## config.mk

```make
export PLATFORM = sky130hd
export DESIGN_NAME = pc_sequencer_flat
export DESIGN_NICKNAME = d
export VERILOG_FILES = /design/src/rtl/pc_sequencer_if.sv /design/src/rtl/pc_sequencer.sv /design/src/flat_wrapper.sv
export SDC_FILE = /design/constraint.sdc
export NUM_CORES = 1
export LEC_CHECK = 0
export BUFFER_PORTS_ARGS = -buffer_cell sky130_fd_sc_hd__buf_4
export CORE_ASPECT_RATIO = 1.4
export CORE_MARGIN = 3
export CORE_UTILIZATION = 51
export CTS_CLUSTER_SIZE = 24
export DETAILED_ROUTE_END_ITERATION = 16
export GPL_ROUTABILITY_DRIVEN = 0
export PLACE_DENSITY = 0.78
export SLEW_MARGIN = 20
export SYNTH_ARGS = -nofsm -noshare
export SYNTH_HDL_FRONTEND = slang
export SYNTH_SLANG_ARGS = --single-unit
```

## constraint.sdc

```tcl
create_clock -name i_clk -period 3.45 [get_ports i_clk]
set_clock_uncertainty 0.15 [all_clocks]
set_input_delay 0.345 -clock i_clk [delete_from_list [all_inputs] [get_ports i_clk]]
set_output_delay 0.345 -clock i_clk [all_outputs]
set_load 0.02 [all_outputs]
```

## src/rtl/pc_sequencer_if.sv

```systemverilog
// Fetch-control bundle between decode/control and the PC sequencer.
// The slave side is the sequencer; the master side drives requests and observes the PC.
interface pc_sequencer_if #(
    parameter int unsigned WIDTH = 32
);
    logic             i_stall;
    logic             i_branch;
    logic [WIDTH-1:0] i_branch_off;
    logic             i_jump;
    logic [25:0]      i_jump_idx;
    logic [WIDTH-1:0] o_pc;
    logic [WIDTH-1:0] o_pc_plus4;
    logic             o_valid;
    logic             o_redirect;

    modport slave (
        input  i_stall, i_branch, i_branch_off, i_jump, i_jump_idx,
        output o_pc, o_pc_plus4, o_valid, o_redirect
    );

    modport master (
        output i_stall, i_branch, i_branch_off, i_jump, i_jump_idx,
        input  o_pc, o_pc_plus4, o_valid, o_redirect
    );
endinterface

```

## src/rtl/pc_sequencer.sv

```systemverilog
// MIPS-32 program-counter sequencer: sequential, branch and jump next-PC selection,
// with a one-entry pending register holding a redirect that arrives during a stall.
module pc_sequencer #(
    parameter int unsigned     WIDTH    = 32,
    parameter logic [WIDTH-1:0] RESET_PC = '0
) (
    input  logic            i_clk,
    input  logic            i_rst_n,
    pc_sequencer_if.slave   bus
);
    typedef enum logic [1:0] {
        BOOT,
        RUN,
        PEND
    } state_t;

    state_t           state_q, state_d;
    logic [WIDTH-1:0] pc_q, pc_d;
    logic [WIDTH-1:0] pend_q, pend_d;
    logic             valid_q, valid_d;
    logic             redirect_q, redirect_d;

    logic [WIDTH-1:0] seq_tgt;
    logic [WIDTH-1:0] br_tgt;
    logic [WIDTH-1:0] jmp_tgt;
    logic [WIDTH-1:0] req_tgt;
    logic             req;

    always_comb begin
        seq_tgt = pc_q + WIDTH'(4);
        br_tgt  = seq_tgt + {bus.i_branch_off[WIDTH-3:0], 2'b00};
        jmp_tgt = {seq_tgt[WIDTH-1:WIDTH-4], bus.i_jump_idx, 2'b00};
        req     = bus.i_jump | bus.i_branch;
        // Jump has priority; a simultaneous branch is dropped.
        req_tgt = bus.i_jump ? jmp_tgt : br_tgt;
    end

    always_comb begin
        state_d    = state_q;
        pc_d       = pc_q;
        pend_d     = pend_q;
        valid_d    = valid_q;
        redirect_d = 1'b0;
        unique case (state_q)
            BOOT: begin
                state_d = RUN;
                valid_d = 1'b1;
            end
            RUN: begin
                if (!bus.i_stall) begin
                    pc_d       = req ? req_tgt : seq_tgt;
                    redirect_d = req;
                end else if (req) begin
                    pend_d  = req_tgt;
                    state_d = PEND;
                end
            end
            PEND: begin
                // The captured redirect belongs to the older instruction, so later requests are dropped.
                if (!bus.i_stall) begin
                    pc_d       = pend_q;
                    pend_d     = '0;
                    redirect_d = 1'b1;
                    state_d    = RUN;
                end
            end
            default: begin
                state_d = BOOT;
                valid_d = 1'b0;
            end
        endcase
    end

    always_ff @(posedge i_clk or negedge i_rst_n) begin
        if (!i_rst_n) begin
            state_q    <= BOOT;
            pc_q       <= RESET_PC;
            pend_q     <= '0;
            valid_q    <= 1'b0;
            redirect_q <= 1'b0;
        end else begin
            state_q    <= state_d;
            pc_q       <= pc_d;
            pend_q     <= pend_d;
            valid_q    <= valid_d;
            redirect_q <= redirect_d;
        end
    end

    assign bus.o_pc       = pc_q;
    assign bus.o_pc_plus4 = pc_q + WIDTH'(4);
    assign bus.o_valid    = valid_q;
    assign bus.o_redirect = redirect_q;
endmodule

```

## src/flat_wrapper.sv

```systemverilog
// flat-port wrapper written by rule: the top's interface ports become plain ports
module pc_sequencer_flat 
#(
    parameter int unsigned     WIDTH    = 32,
    parameter logic [WIDTH-1:0] RESET_PC = '0
)
  (i_clk, i_rst_n, bus_i_stall, bus_i_branch, bus_i_branch_off, bus_i_jump, bus_i_jump_idx, bus_o_pc, bus_o_pc_plus4, bus_o_valid, bus_o_redirect);
  pc_sequencer_if #(.WIDTH(WIDTH)) bus_i ();
  input  logic i_clk;
  input  logic i_rst_n;
  input wire logic [$bits(bus_i.i_stall)-1:0] bus_i_stall;
  input wire logic [$bits(bus_i.i_branch)-1:0] bus_i_branch;
  input wire logic [$bits(bus_i.i_branch_off)-1:0] bus_i_branch_off;
  input wire logic [$bits(bus_i.i_jump)-1:0] bus_i_jump;
  input wire logic [$bits(bus_i.i_jump_idx)-1:0] bus_i_jump_idx;
  output wire logic [$bits(bus_i.o_pc)-1:0] bus_o_pc;
  output wire logic [$bits(bus_i.o_pc_plus4)-1:0] bus_o_pc_plus4;
  output wire logic [$bits(bus_i.o_valid)-1:0] bus_o_valid;
  output wire logic [$bits(bus_i.o_redirect)-1:0] bus_o_redirect;
  assign bus_i.i_stall = bus_i_stall;
  assign bus_i.i_branch = bus_i_branch;
  assign bus_i.i_branch_off = bus_i_branch_off;
  assign bus_i.i_jump = bus_i_jump;
  assign bus_i.i_jump_idx = bus_i_jump_idx;
  assign bus_o_pc = bus_i.o_pc;
  assign bus_o_pc_plus4 = bus_i.o_pc_plus4;
  assign bus_o_valid = bus_i.o_valid;
  assign bus_o_redirect = bus_i.o_redirect;
  pc_sequencer #(.WIDTH(WIDTH), .RESET_PC(RESET_PC)) u_core (.i_clk(i_clk), .i_rst_n(i_rst_n), .bus(bus_i));
endmodule
```

==> After elaboration in Yosys (flattened, before gate mapping) <==
Index checks and enable logic that the tools add are counted.
{ "word_totals": {"latch_bits": 0, "n_memories": 0, "inputBits": 63, "romBits": 0, "wordCells": 37, "reg_bits": 68, "ramBits": 0} }
{ "classes": {"magnitude_cmp": 0, "eq_ne": 6, "add_sub_neg": 2, "n_div": 0, "multipliers": 0, "shifts": 0, "mux": 17, "n_bitwise": 1, "n_reduce_logical": 6} }
{ "ops": {"columns": ["operator", "n"], "rows": [
  ["$mux 32", 7],
  ["$pmux 32 s2", 2],
  ["$add 32x3->32 const B", 1],
  ["$add 32x32->32", 1],
  ["$mux 2", 3],
  ["$ne 2x2->1 const B", 3],
  ["$pmux 2 s3", 1],
  ["$reduce_and 3->1", 2],
  ["$pmux 1 s2", 2],
  ["$reduce_and 4->1", 1],
  ["$eq 2x1->1 const B", 1],
  ["$eq 2x2->1 const B", 1],
  ["$logic_not 2->1", 1],
  ["$mux 1", 2],
  ["$ne 2x1->1 const B", 1],
  ["$reduce_bool 2->1", 1],
  ["$reduce_or 2->1", 1],
  ["$or 1x1->1", 1]
]} }

==> Logic depth before layout (Yosys ltp) <==
Gate-level depths: netlist of run 1.
{ "logic_depth": {"depth_word": 6, "depth_mapped": 15, "depth_no_buf": 15} }

==> Worst setup path before layout of run 1 <==
No wires, ideal clock.
{ "synth_timing": {"path_type": "flip-flop to flip-flop", "from": "register u_core.pc_q[4] (netlist: u_core.bus.o_pc[4])", "to": "register u_core.pend_q[31]", "arrival_ps": 3821, "setup_time_ps": 122, "path_slack_ps": -642, "stages_incl_launch_ff": 14, "required_ps": 3178, "synth_period_minus_slack_ps": 4092, "path_cell_list": "dfrtp_1 > and4_1 > nand4_4 > nor3_4 > and3_1 > xor2_1 > ha_1 > a21o_1 > a21o_1 > nor3_1 > a21oi_2 > or3_4 > a31o_1 > a32o_1"} }
{ "synth_via": {"elab_chain_len": 6} }
{ "synth_rtl": {"columns": ["element", "line_no", "rtl"], "rows": [
  ["start, declared", "pc_sequencer.sv:18", "logic [WIDTH-1:0] pc_q, pc_d;"],
  ["start signal, assigned", "pc_sequencer.sv:83", "pc_q <= pc_d;"],
  ["$add 32x3->32", null, null],
  ["named net bus_o_pc_plus4[21]", "flat_wrapper.sv:17", "output wire logic [$bits(bus_i.o_pc_plus4)-1:0] bus_o_pc_plus4;"],
  ["$add 32x32->32", "pc_sequencer.sv:31", "br_tgt = seq_tgt + {bus.i_branch_off[WIDTH-3:0], 2'b00};"],
  ["$mux 32", "pc_sequencer.sv:35", "req_tgt = bus.i_jump ? jmp_tgt : br_tgt;"],
  ["$mux 32", "pc_sequencer.sv:53", "end else if (req) begin"],
  ["$mux 32", "pc_sequencer.sv:50", "if (!bus.i_stall) begin"],
  ["$pmux 32 s2", "pc_sequencer.sv:44", "unique case (state_q)"],
  ["end signal, assigned", "pc_sequencer.sv:84", "pend_q <= pend_d;"],
  ["end, declared", "pc_sequencer.sv:19", "logic [WIDTH-1:0] pend_q, pend_d;"]
]} }
The timed path passes the listed nets, and every way through them passes these cells. The select of a mux whose other input is x is not followed.
A chain may end at the register's enable or synchronous reset.

==> Final worst setup path of run 1 <==
{ "layout_timing": {"from": "register u_core.pc_q[5] (netlist: u_core.bus.o_pc[5])", "to": "register u_core.pend_q[31]"} }
{ "layout_via": {"elab_chain_len": 6} }
{ "layout_rtl": {"columns": ["element", "line_no", "rtl"], "rows": [
  ["$add 32x3->32 (*)", "pc_sequencer.sv:30", "seq_tgt = pc_q + WIDTH'(4);"],
  ["$add 32x32->32", "pc_sequencer.sv:31", null],
  ["$mux 32 (*)", "pc_sequencer.sv:35", null],
  ["$mux 32 (*)", "pc_sequencer.sv:53", null],
  ["$mux 32 (*)", "pc_sequencer.sv:50", null],
  ["$pmux 32 s2 (*)", "pc_sequencer.sv:44", null]
]} }
Every way passes the cells marked *; elsewhere a longest branch is shown, timed or not. The select of a mux whose other input is x is not followed.

==> impl_metrics.tcl, run 1 <==
set metrics [dict create \
    critPathBufInv 0 \
    cts_tree "built" \
    fin_crit_sh_pct 105 \
    port_buffers 126 \
    grt_overflow 0 \
    min_period_ns 3.62 \
    initial_core_util_pct 52.7 \
    ys_async_sr_fraction_pct 100 \
    p_int_mw 5.00 \
    yosys.area.top_type "dfrtp_1" \
    combPwrFrac_pct 76.3 \
    syn_avg_cell_area_um2 8.17 \
    synth_edf_count 0 \
    cpMaxStageDelayCell "or3_4" \
    place_hpwl_mm 16.5 \
    synth_top_flop_cell "dfrtp_1" \
    fp-row-count 46 \
    power_frac_clock_pct 8.5 \
    finalSetupViolCount 23 \
    leakage_nw 4.35 \
    die_w_um 97.7 \
    synth_warnings 0 \
    max_stage_delay_ns 0.42 \
    path_class "reg -> reg" \
    wl_mm 24.2 \
    violations "negative hold slack, negative setup slack" \
    crit_fanout 6 \
    drive_gt1_share_pct 43.0 \
    drv_cap 0 \
    dr.pass1.iters 6 \
    p_switching_mw 4.69 \
    grtUsageTotal_pct 33.9 \
    maxSlewViolCount 0 \
    ctsHoldBuffers 0 \
    cp.required_ns 3.52 \
    viasPerCell 6.51 \
    dp_slack_ns -0.215 \
    core-area_um2 11400 \
    cpMostUsedCell "nand2_2" \
    antenna_found_initial 0 \
    cp-start-kind "flop" \
    seqPwrFrac_pct 15.2 \
    whs_ns -0.0162 \
    synth.top_cell.area_share_pct 28.3 \
    grt_max_degree 69 \
    powerDensity_nw_per_um2 1050 \
    syn_to_final_growth_pct 53.4 \
    synth_cell_type_count 75 \
    die-height_um 134 \
    drt_iter0_drc 702 \
    arrival_ns 3.70 \
    max_freq_mhz 276 \
    synth_cells 735 \
    grt_pass1_vias 7349 \
    synth.area.top_cells "dfrtp_1, ha_1, a21oi_1, nand2_1, o21ai_0" \
    drc 0 \
    endpoint_kind "flop" \
    dpl.cell_count 1098 \
    hold_viol_final 16 \
    synth_nets 839 \
    rsz0062_at_grt "yes" \
    io_pins 129 \
    instances_no_fill 1141 \
    numCtsBuffers 9 \
    synth_seq_cells 68 \
    cts_root_buf "clkbuf_16" \
    hold_class "in -> async" \
    worst-slew-pin-transition_ns 0.931 \
    insertedDiodeCount 0 \
    cts.sinks 68 \
    crit_chain "and4_4, nand4_4, nor2_2, nand2_2, xnor2_4, ha_2, a221o_1, nor3_2, nand2_2, o211ai_4, a21oi_2, or3_4, a31o_1, a32o_1" \
    routed-via-count 7429 \
    ys_top_cells_by_count "nand2_1, dfrtp_1, nor2_1, a21oi_1, o21ai_0" \
    ir_drop_uv 590 \
    clk_path_buf_depth 2 \
    clk_pin_slew_worst_paths_ns 0.06 \
    fin_nets 1096 \
    synth_most_common_cell "nand2_1" \
    setup_ws_ns -0.174 \
    die_area_um2 13100 \
    slew_headroom_pct 37.7 \
    outcome "complete, but fails checks" \
    swShare_pct 48.4 \
    ant_nets 0 \
    htree_levels 3 \
    critPathTopFamily "simple AND/OR/NAND/NOR gates" \
    wl_per_cell_um 21.2 \
    worstSkewPairLatency_ns 0.33 \
    synth_area_um2 6000 \
    grt_pass1_wl_mm 35.9 \
    ys_seq_area_share_pct 28.3 \
]
-- sequential cells by signal (all words and copies together), names as in the netlist --
signal and flops:
u_core.bus.o_valid 1, u_core.state_q 2, u_core.bus.o_redirect 1, u_core.bus.o_pc 32, u_core.pend_q 32
-- power groups by stage --
stage                     clock network, mW  logic [mW]  registers (mW)
final                                 0.827        7.39            1.47
after global routing                  0.862        7.87            1.50
after CTS                             0.829        6.66            1.44
after detailed placement                  0        6.20            1.45
after global placement                    0        5.99            1.43
after floorplan                           0        3.38            1.73
-- placed cells by master (no fill, tap or decap), types with 8 or more instances in the layout --
cell,n
ha_4,13
buf_6,13
o211ai_1,8
nor2_1,57
a21oi_1,55
o21ai_0,41
dfrtp_1,58
nand4_1,11
xnor2_1,10
xor2_1,8
nand3_1,19
nand2_1,75
mux2i_1,13
buf_4,268
dfrtp_2,10
xnor2_2,10
a211oi_1,13
and3_1,13
o21ai_1,13
a21o_1,19
inv_1,17
clkbuf_16,9
o31ai_1,11
ha_1,24
-- path summary, 6_finish.rpt --
| path | from | end | slack (ns) | depth (start not counted) |
|---|---|---|---|---|
| setup / recovery | u_core.bus.o_pc[5] | u_core.pend_q[31] | -0.17 | 14 |
| hold / removal | i_rst_n | u_core.bus.o_pc[1] | -0.02 | 1 |
| setup reg to reg | u_core.bus.o_pc[5] | u_core.pend_q[31] | -0.17 | 14 |
| hold reg to reg | u_core.pend_q[0] | u_core.pend_q[0] | 0.32 | 2 |
| max in group asynchronous | i_rst_n | u_core.bus.o_pc[10] | 2.53 | 1 |
| min in group i_clk | bus_i_stall | u_core.bus.o_redirect | 0.11 | 2 |
-- routing by layer --
metal,up-vias,routed length [um],GRT usage [%]
met5,-,0,0
met4,0,1620,21.0
met3,146,2010,5.67
met2,509,12000,58.7
met1,3553,8560,38.8
li1,3221,-,-
-- stage by stage --
stage	power (mW)	util, %	setup TNS [ns]	cell area, um^2
final	9.69	80.8	-2.23	9210
after detailed placement	7.66	71.1	-2.89	8100
after global routing	10.2	80.8	-5.56	9210
after floorplan	5.11	-	-2.08	6200
after global placement	7.43	71.1	-1.05	8100
after CTS	8.93	77.1	-0.839	8780
-- what timing repair did --
action,in CTS,in global routing
endpoints found under the setup margin,25,38
pin swaps,47,40
gates cloned,0,0
setup buffers,19,11
gates resized for setup,54,76
-- cell type report --
| class | instances | area [um^2] |
|---|---|---|
| timing repair buffer | 281 | 2160 |
| multi-input combinational | 612 | 4820 |
| inverter | 20 | 75.1 |
| sequential | 68 | 1710 |
| fill | 689 | 2190 |
| tap | 144 | 180 |
| clock buffer | 14 | 254 |
| clock inverter | 2 | 10.0 |
-- kinds of logic (layout without fill, tap and decap cells) --
| group | after synthesis | count (layout) | synth area share, % |
|---|---|---|---|
| AOI/OAI and AO/OA | 250 | 250 | 28.0 |
| xor gates and xnor gates | 41 | 41 | 5.98 |
| adders and majority gates | 41 | 41 | 8.67 |
| buffers and inverters | 55 | 317 | 4.23 |
| DFF | 68 | 68 | 28.3 |
| muxes | 16 | 16 | 2.73 |
| and+or+nand+nor | 264 | 264 | 22.1 |
(Power assumes the default switching activity.)
==> inputs of run 2 (changes only) <==
- CELL_PAD_IN_SITES_DETAIL_PLACEMENT: default -> 0
- CELL_PAD_IN_SITES_GLOBAL_PLACEMENT: default -> 1
- CORE_UTILIZATION: 51 -> 37
- PLACE_DENSITY: 0.78 -> default
- PLACE_DENSITY_LB_ADDON: default -> 0.1
==> run 2 against run 1 <==
Compared with the run above:
- the flow still finishes with violations (negative hold slack, negative setup slack)
- total power shrank 3.0%
- combinational power fell by 4.7%
- fmax increased by 1.7%
- largest cell class unchanged
- highest routed layer unchanged
==> impl_metrics.tcl, run 2 (synthesis gave the netlist of run 1 again) <==
set metrics [dict create \
    leakage_nw 4.33 \
    port_buffers 126 \
    place_hpwl_mm 17.8 \
    grt_util_met3_pct 2.82 \
    timing.rr.start "u_core.bus.o_pc[4]" \
    grtUsageTotal_pct 26.1 \
    wl_per_cell_um 19.7 \
    core-area_um2 15700 \
    setup_ws_ns -0.114 \
    outcome "complete, but fails checks" \
    worstReg2RegEnd "u_core.pend_q[31]" \
    fp-row-count 54 \
    hold_class "in -> async" \
    cpMaxStageDelayCell "or3_4" \
    viasPerCell 5.71 \
    ir_drop_uv 483 \
    die_area_um2 17800 \
    critPathTopFamily "simple AND/OR/NAND/NOR gates" \
    dpl.cell_count 1158 \
    syn_to_final_growth_pct 52.9 \
    htree_levels 3 \
    ant_nets 0 \
    max_freq_mhz 281 \
    cp.required_ns 3.52 \
    cts_root_buf "clkbuf_16" \
    cts.sinks 68 \
    max_stage_delay_ns 0.39 \
    drive_gt1_share_pct 41.9 \
    crit_fanout 4 \
    worst-slew-pin-transition_ns 1.04 \
    r2r_cells 15 \
    instances_no_fill 1197 \
    endpoint_kind "flop" \
    path_class "reg -> reg" \
    dp_slack_ns -0.264 \
    die-height_um 157 \
    grt.busiest_layer "met2" \
    grt_pass1_wl_mm 36.3 \
    ctsHoldBuffers 0 \
    met2_usage_pct 47.7 \
    wl_mm 23.5 \
    fin_nets 1101 \
    whs_ns -0.0203 \
    cp-start-kind "flop" \
    insertedDiodeCount 0 \
    met1_usage_pct 31.8 \
    min_period_ns 3.56 \
    violations "negative hold slack, negative setup slack" \
    drt_iter0_drc 451 \
    finalSetupViolCount 11 \
    worstSkewPairLatency_ns 0.33 \
    power_mw 9.40 \
    initial_core_util_pct 38.1 \
    layout_commonest_cell "buf_4" \
    maxSlewViolCount 0 \
    critPathBufInv 1 \
    drc 0 \
    grt_max_degree 69 \
    fin_crit_sh_pct 103 \
    antenna_found_initial 0 \
    slew_headroom_pct 30.1 \
    crit_chain "and4_4, and4_4, nand4_1, buf_4, or2_1, nor2_1, xnor2_2, ha_4, and3_1, and2_1, nand3_1, a21oi_2, or3_4, a31o_1, a32o_1" \
    arrival_ns 3.63 \
    cpMostUsedCell "and4_4" \
    cts_tree "built" \
    most-common-layout-cells "buf_4, nand2_1, nor2_1" \
    drv_cap 0 \
    dr.pass1.iters 5 \
    grt_overflow 0 \
    clk_path_buf_depth 2 \
    crit_path_start "u_core.bus.o_pc[4]" \
    die_w_um 114 \
    routed-via-count 6833 \
    grt_pass1_vias 6688 \
    hold_viol_final 10 \
    numCtsBuffers 9 \
    rsz0062_at_grt "yes" \
    powerDensity_nw_per_um2 1020 \
    ff2ff_setup_slack_ns -0.11 \
    io_pins 129 \
    clk_pin_slew_worst_paths_ns 0.06 \
]
==> run 2: changes by cell type in the layout (fill, tap and decap cells not counted), sizes merged <==
| cell | previous run | this run |
|---|---|---|
| buf | 281 | 286 |
| bufinv | 0 | 1 |
| clkbuf | 14 | 13 |
| clkinv | 4 | 3 |
==> run 2: worst max-delay path by stage <==
stage	end	slack (ns)	depth (start not counted)
finish	u_core.pend_q[31]	-0.11	15
global route	u_core.pend_q[31]	-0.26	14
CTS	u_core.pend_q[31]	-0.11	13
global placement	u_core.pend_q[31]	-0.20	16
detailed placement	u_core.pend_q[31]	-0.26	16
floorplan	u_core.pend_q[31]	-0.26	15
==> run 2: through the flow <==
step                      TNS [ns]  cell area (um^2)  hold WS [ns]  util [%]
after floorplan              -2.08              6200        -0.101         -
after global placement       -1.98              8220         0.303      52.2
after detailed placement     -2.40              8220         0.319      52.2
after CTS                   -0.258              8930        0.0265      56.7
after global routing         -3.19              9180        0.0614      58.3
final                       -0.351              9180       -0.0203      58.3
==> run 2: layout make-up <==
type                       instances  area (um^2)
clock buffer                      13          260
clock inverter                     2         35.0
fill                            1439         6570
inverter                          20         75.1
multi-input combinational        612         4680
sequential                        68         1710
tap                              196          245
timing repair buffer             286         2170
==> run 2: where the power goes <==
part           switching, mW  total (mW)  internal [mW]
logic                   3.86        7.04           3.18
clock network          0.332       0.927          0.594
registers              0.244        1.43           1.19
==> run 2: layer usage <==
| layer | share of wire, % | vias up |
|---|---|---|
| li1 | - | 3212 |
| met1 | 40 | 3324 |
| met2 | 52 | 248 |
| met3 | 4.7 | 49 |
| met4 | 3.4 | 0 |
| met5 | 0 | - |
==> run 2: repair_timing <==
| item | 4_1_cts | 5_1_grt |
|---|---|---|
| setup endpoints to repair | 18 | 34 |
| buffers inserted | 17 | 7 |
| resized for setup | 53 | 37 |
| pin swaps | 47 | 30 |
| gates cloned | 0 | 0 |
